[src/rtl/clock_tick_bank.sv]
// clock_tick_bank: a bank of independent programmable tick dividers.
// Each channel counts MasterClock cycles and issues a one-cycle Tick every Div
// cycles, plus a Square output that toggles on every Tick. New divisors
// arrive through a one-deep pending slot. A pending divisor is applied on the
// target channel's wrap edge so that no period is ever truncated. If that
// channel is not counting, the divisor is applied on the next edge instead.
module clock_tick_bank #(
    parameter  int NUM_CH      = 4,
    parameter  int CNT_W       = 26,
    parameter  int DEFAULT_DIV = 50000000,
    localparam int CH_W        = (NUM_CH > 1) ? $clog2(NUM_CH) : 1
) (
    input  logic              MasterClock,
    input  logic              Reset,
    input  logic [NUM_CH-1:0] Enable,
    input  logic              LoadValid,
    input  logic [CH_W-1:0]   LoadCh,
    input  logic [CNT_W-1:0]  LoadDiv,
    output logic              LoadReady,
    output logic [NUM_CH-1:0] Tick,
    output logic [NUM_CH-1:0] Square
);

    // One extra bit so that channel indices and NUM_CH compare without overflow.
    localparam int               CHX_W  = CH_W + 1;
    localparam logic [CHX_W-1:0] L_NCH  = CHX_W'(NUM_CH);
    localparam logic [CNT_W-1:0] L_DDIV = CNT_W'(DEFAULT_DIV);

    logic              r_pend_vld;
    logic [CH_W-1:0]   r_pend_ch;
    logic [CNT_W-1:0]  r_pend_div;
    logic [CHX_W-1:0]  w_pend_chx;
    logic [NUM_CH-1:0] w_apply;
    logic              w_drop;

    assign w_pend_chx = {1'b0, r_pend_ch};
    // A pending load aimed past the last channel is retired on the next edge.
    assign w_drop     = r_pend_vld && (w_pend_chx >= L_NCH);
    assign LoadReady  = !r_pend_vld;

    // The pending slot is filled by an accepted request and freed on its apply edge.
    always_ff @(posedge MasterClock or posedge Reset) begin
        if (Reset) begin
            r_pend_vld <= 1'b0;
            r_pend_ch  <= '0;
            r_pend_div <= '0;
        end else if (r_pend_vld) begin
            if ((|w_apply) || w_drop) begin
                r_pend_vld <= 1'b0;
            end
        end else if (LoadValid) begin
            r_pend_vld <= 1'b1;
            r_pend_ch  <= LoadCh;
            r_pend_div <= LoadDiv;
        end
    end

    for (genvar g = 0; g < NUM_CH; g++) begin : g_ch
        logic [CNT_W-1:0] r_div;
        logic [CNT_W-1:0] r_cnt;
        logic             r_tick;
        logic             r_sq;
        logic             w_run;
        logic             w_wrap;

        assign w_run      = Enable[g] && (r_div != '0);
        assign w_wrap     = w_run && (r_cnt == (r_div - CNT_W'(1)));
        // Apply at the wrap when counting, otherwise immediately.
        assign w_apply[g] = r_pend_vld && (w_pend_chx == CHX_W'(g)) && (w_wrap || !w_run);

        // Channel counter, divisor, tick pulse and square wave.
        always_ff @(posedge MasterClock or posedge Reset) begin
            if (Reset) begin
                r_div  <= L_DDIV;
                r_cnt  <= '0;
                r_tick <= 1'b0;
                r_sq   <= 1'b0;
            end else begin
                r_tick <= w_wrap;
                if (w_wrap) begin
                    r_sq <= ~r_sq;
                end
                if (w_apply[g]) begin
                    r_div <= r_pend_div;
                    r_cnt <= '0;
                end else if (w_run) begin
                    r_cnt <= w_wrap ? '0 : r_cnt + CNT_W'(1);
                end else if (r_div == '0) begin
                    r_cnt <= '0;
                end
            end
        end

        assign Tick[g]   = r_tick;
        assign Square[g] = r_sq;
    end

endmodule

[config.mk]
export PLATFORM = sky130hd
export DESIGN_NAME = clock_tick_bank
export DESIGN_NICKNAME = d
export VERILOG_FILES = /design/src/rtl/clock_tick_bank.sv
export SDC_FILE = /design/constraint.sdc
export NUM_CORES = 1
export LEC_CHECK = 0
export BUFFER_PORTS_ARGS = -buffer_cell sky130_fd_sc_hd__buf_2
export CAP_MARGIN = 10
export CORE_AREA = 2 2 244 246
export DETAILED_ROUTE_END_ITERATION = 10
export DIE_AREA = 0 0 246 248
export GPL_TIMING_DRIVEN = 0
export PLACE_DENSITY = 0.44
export SLEW_MARGIN = 0
export SYNTH_ARGS = -nofsm -noshare
export SYNTH_HDL_FRONTEND = slang
export SYNTH_SLANG_ARGS = --single-unit
[constraint.sdc]
create_clock -name MasterClock -period 6.8 [get_ports MasterClock]
set_clock_uncertainty 0.15 [all_clocks]
set_input_delay 0.68 -clock MasterClock [delete_from_list [all_inputs] [get_ports MasterClock]]
set_output_delay 0.68 -clock MasterClock [all_outputs]
set_load 0.01 [all_outputs]
==> key figures <==
Outcome
  – Status: finished, final reports clean

Die
  – Number of core rows: roughly 90
  – Count of boundary I/O pins: between 40 and 50
  – Floorplan die area: 0.06101 mm²
  – DIE WIDTH: roughly 250 µm
  – Starting density of the core: 24.74%
  – Standard cell core area: a little under 0.06 mm²
  – Vertical die dimension: around 250 µm

Synthesis
  – Cells after synthesis: 1425
  – Synthesized area: about 0.014 mm²
  – Average cell area after synthesis: just over 10 µm²
  – Cells taking the most area after synthesis: sky130_fd_sc_hd__dfrtp_1, sky130_fd_sc_hd__dfstp_2, sky130_fd_sc_hd__mux2_2
  – Post-synthesis cell type with the largest combined area: sky130_fd_sc_hd__dfrtp_1
  – Cell variety after synth: 79
  – Net Count, Synth: around 1500
  – Top_reg_cell synth: sky130_fd_sc_hd__dfrtp_1
  – Portion of the post-synthesis area used by sequential elements: a little over two fifths
  – Top-area cell type share of the netlist area: 34.08%
  – Count of flip-flops with a built-in enable after synthesis: 0
  – Warnings, synthesis: 0
  – Register bit total from synthesis: 245
  – Share of flip-flops with an asynchronous set or reset: between 90% and 100%

STA
  – Final worst path period need: ~4.7 ns
  – Slew headroom: approximately 33%
  – F_max: 0.2141 GHz
  – RSZ-0062 raised after global routing: no
  – Post-layout worst setup margin: around 2.1 ns
  – Final number of max-transition violations: 0
  – Setup-failing EPs final: 0
  – Tightest Pin Transition: 0.9959 ns
  – Final number of hold-violating endpoints: 0
  – Share of the clock period used by the worst path after layout: roughly 69%
  – Total negative slack for setup checks: 0 ns

GRT
  – Gr usage total: between 10% and 20%
  – Number of global-route vias before repair: around 11000
  – Wire length of the first global-routing pass: between 60000 and 70000 µm
  – Number of antenna violations at the first check in global routing: 4
  – Largest net degree at the start of global routing: 42
  – Total congestion overflow: 0

Placement
  – # port buffers: 43
  – Final HPWL from detailed placement: between 20000 and 30000 µm
  – Place WS: between 2 and 2.5 ns
  – Global placer's final weighted congestion: between 0.8 and 0.9

Finish
  – Highest-count cells in the layout ignoring fill and taps: sky130_fd_sc_hd__dfrtp_1, sky130_fd_sc_hd__nor2_1, sky130_fd_sc_hd__xnor2_1, sky130_fd_sc_hd__mux2_2, sky130_fd_sc_hd__xor2_1
  – Nets: around 1600
  – Layout Utilization: around 29%
  – FILL cells: ~6100
  – Area Overhead vs Synth: 15.77%
  – Commonest non-fill, non-tap cell in the layout: sky130_fd_sc_hd__dfrtp_1
  – Antenna diodes: 0
  – Fraction of layout instances using a drive strength above 1: about a fifth

Pwr
  – Overall power consumption: between 0.006 and 0.007 W
  – Leak Pwr: roughly 6.7 nW
  – Ratio of total power to cell area: around 400 mW/mm²
  – Largest voltage drop on the vdd net: 0.0002151 V

Setup path
  – CP Cell Sequence: inv_1 -> ha_1 -> nor3b_1 -> nand2_1 -> nor4_1 -> xnor2_1 -> nor4bb_1 -> and4_1 -> buf_2 -> nor2_1 -> nor2_1 -> clkbuf_1 -> nor2_1
  – Family of cells with the greatest summed delay on the critical path: simple AND/OR/NAND/NOR gates
  – Cell with the biggest individual delay on the critical path: sky130_fd_sc_hd__nor3b_1
  – Number of buffer and inverter instances along the worst setup path: 3
  – Kind of end point of the critical path: flip-flop
  – Largest stage delay on the critical path: approximately 0.8 ns
  – Critical-path maximum fanout: 10
  – Category of the critical setup timing path: flip-flop to flip-flop
  – Cell mode on critical path: sky130_fd_sc_hd__nor2_1
  – Required @ worst endpoint: slightly above 7 ns
  – Arrival time at the worst endpoint: a little under 5 ns
  – Setup crit start kind: flip-flop

Clocking
  – Cells resized by post-CTS repair: 0
  – Number of sinks handled by clock tree synthesis: 245
  – Hold buffers post-CTS: 0
  – Clock slew at reported path FFs: approximately 0.06 ns
  – Clock tree from TritonCTS: built
  – Clk Latency, worst-skew pair: between 0.5 and 0.6 ns
  – Clock Path Buffers: 3
  – Number of buffers added by the clock tree synthesis step: 29
  – Buffer count from post-CTS setup fixing: 0
  – CTS H-tree lvls: 1
  – Root cell of the clock tree: sky130_fd_sc_hd__clkbuf_16

Drt
  – Total number of vias: roughly 11000
  – Iteration-0 DRC count of the detailed router: around 520
  – Remaining DRCs: 0
  – Remaining antenna violation count after routing: 0
  – Mean number of vias per cell: 4.767
  – Router iterations before antenna repair: 4
  – Routed length per placed instance: ~17 µm
  – Total Routed Length: about 40000 µm

Hold path
  – Type of the tightest min-delay check: primary input to async pin

Flow run
  – Count of max-cap constraint violations: 0
## cell families after synthesis
logic type	Yosys count	synth area share [%]
buf+inv	91	3.001
fa+ha+maj	12	1.038
mux	143	11.31
simple gates	558	20.90
xor+xnor	212	13.03
flops	245	42.80
compound gates	164	7.932
## routing by layer
metal | GRT usage (%) | up-vias | wire (µm)
li1 | - | 5286 | -
met1 | 18.01 | 5442 | 19030
met2 | 21.51 | 176 | 18550
met3 | 1.568 | 60 | 1228
met4 | 3.868 | 0 | 1138
met5 | 0 | - | 0
## cell usage after synthesis (10+ instances only)
cell	n
sky130_fd_sc_hd__dfstp_2	48
sky130_fd_sc_hd__a21o_1	10
sky130_fd_sc_hd__mux2_1	21
sky130_fd_sc_hd__and3_1	23
sky130_fd_sc_hd__nor2b_1	18
sky130_fd_sc_hd__or3_1	15
sky130_fd_sc_hd__a31oi_1	13
sky130_fd_sc_hd__ha_1	12
sky130_fd_sc_hd__buf_4	13
sky130_fd_sc_hd__nand2_1	81
sky130_fd_sc_hd__nand4_1	31
sky130_fd_sc_hd__clkbuf_1	33
sky130_fd_sc_hd__nand2b_1	11
sky130_fd_sc_hd__nor3_1	53
sky130_fd_sc_hd__nor4_1	30
sky130_fd_sc_hd__mux2_2	106
sky130_fd_sc_hd__inv_1	27
sky130_fd_sc_hd__or4_1	21
sky130_fd_sc_hd__xnor2_1	107
sky130_fd_sc_hd__o21ai_0	32
sky130_fd_sc_hd__nor2_1	147
sky130_fd_sc_hd__nand3_1	54
sky130_fd_sc_hd__dfrtp_1	197
sky130_fd_sc_hd__buf_2	11
sky130_fd_sc_hd__o31ai_1	14
sky130_fd_sc_hd__a21oi_1	21
sky130_fd_sc_hd__xor2_1	103
## path summary, 6_finish.rpt
kind                            cells after the start                end        startpoint  slack [ns]
worst max-delay path                               13  g_ch[3].r_cnt[10]  g_ch[3].r_div[0]        2.13
worst min-delay path                                2   g_ch[0].r_cnt[1]             Reset        0.07
worst max register to register                     13  g_ch[3].r_cnt[10]  g_ch[3].r_div[0]        2.13
worst min register to register                      1       g_ch[2].r_sq      g_ch[2].r_sq        0.31
max in group asynchronous                           4  g_ch[1].r_div[23]             Reset        5.45
min in group MasterClock                            2      r_pend_div[5]        LoadDiv[5]        0.19
## sequential cells by signal, summed over array words and instances (netlist names)
signal and cells:
r_pend_div 26, g_ch.r_tick 4, g_ch.r_cnt 104, g_ch.r_sq 4, g_ch.r_div 104, r_pend_vld 1, r_pend_ch 2
## metrics by stage
stage	hold slack [ns]	cells	area, µm²
2_1_floorplan	0.2928	1425	14470
3_3_place_gp	0.3075	2241	15650
3_5_place_dp	0.3093	2247	15770
4_1_cts	0.06353	2300	16750
5_1_grt	0.1116	2300	16750
6_report	0.07141	2300	16750
## layout make-up
class | count | area [µm²] | share of cell area, %
well taps | 773 | 967.2 | 5.776
plain buffers | 64 | 332.8 | 1.987
inverters | 27 | 105.1 | 0.6276
repair buffers | 49 | 335.3 | 2.002
clock inverters | 11 | 130.1 | 0.7770
multi-input cells | 1089 | 7840 | 46.82
clock buffers | 42 | 844.6 | 5.043
flip-flops and latches | 245 | 6191 | 36.97
## worst register-to-register path: cells and delay by family (launching register included)
family                     cells  cell delay (ns)
buffers and inverters          3             0.75
DFF                            1             0.44
xor gates and xnor gates       1             0.17
adders and majority gates      1             0.24
and+or+nand+nor                8             2.80
## report_power, final
group	internal [W]	switching [W]	total, W	leakage, nW
sequential	0.00201	0.000802	0.00281	3.06
clock	0.000967	0.000631	0.00160	0.488
combinational	0.00115	0.00114	0.00229	3.16
total	0.00413	0.00258	0.00670	6.71
No activity file was read; power rests on OpenSTA's default activity.
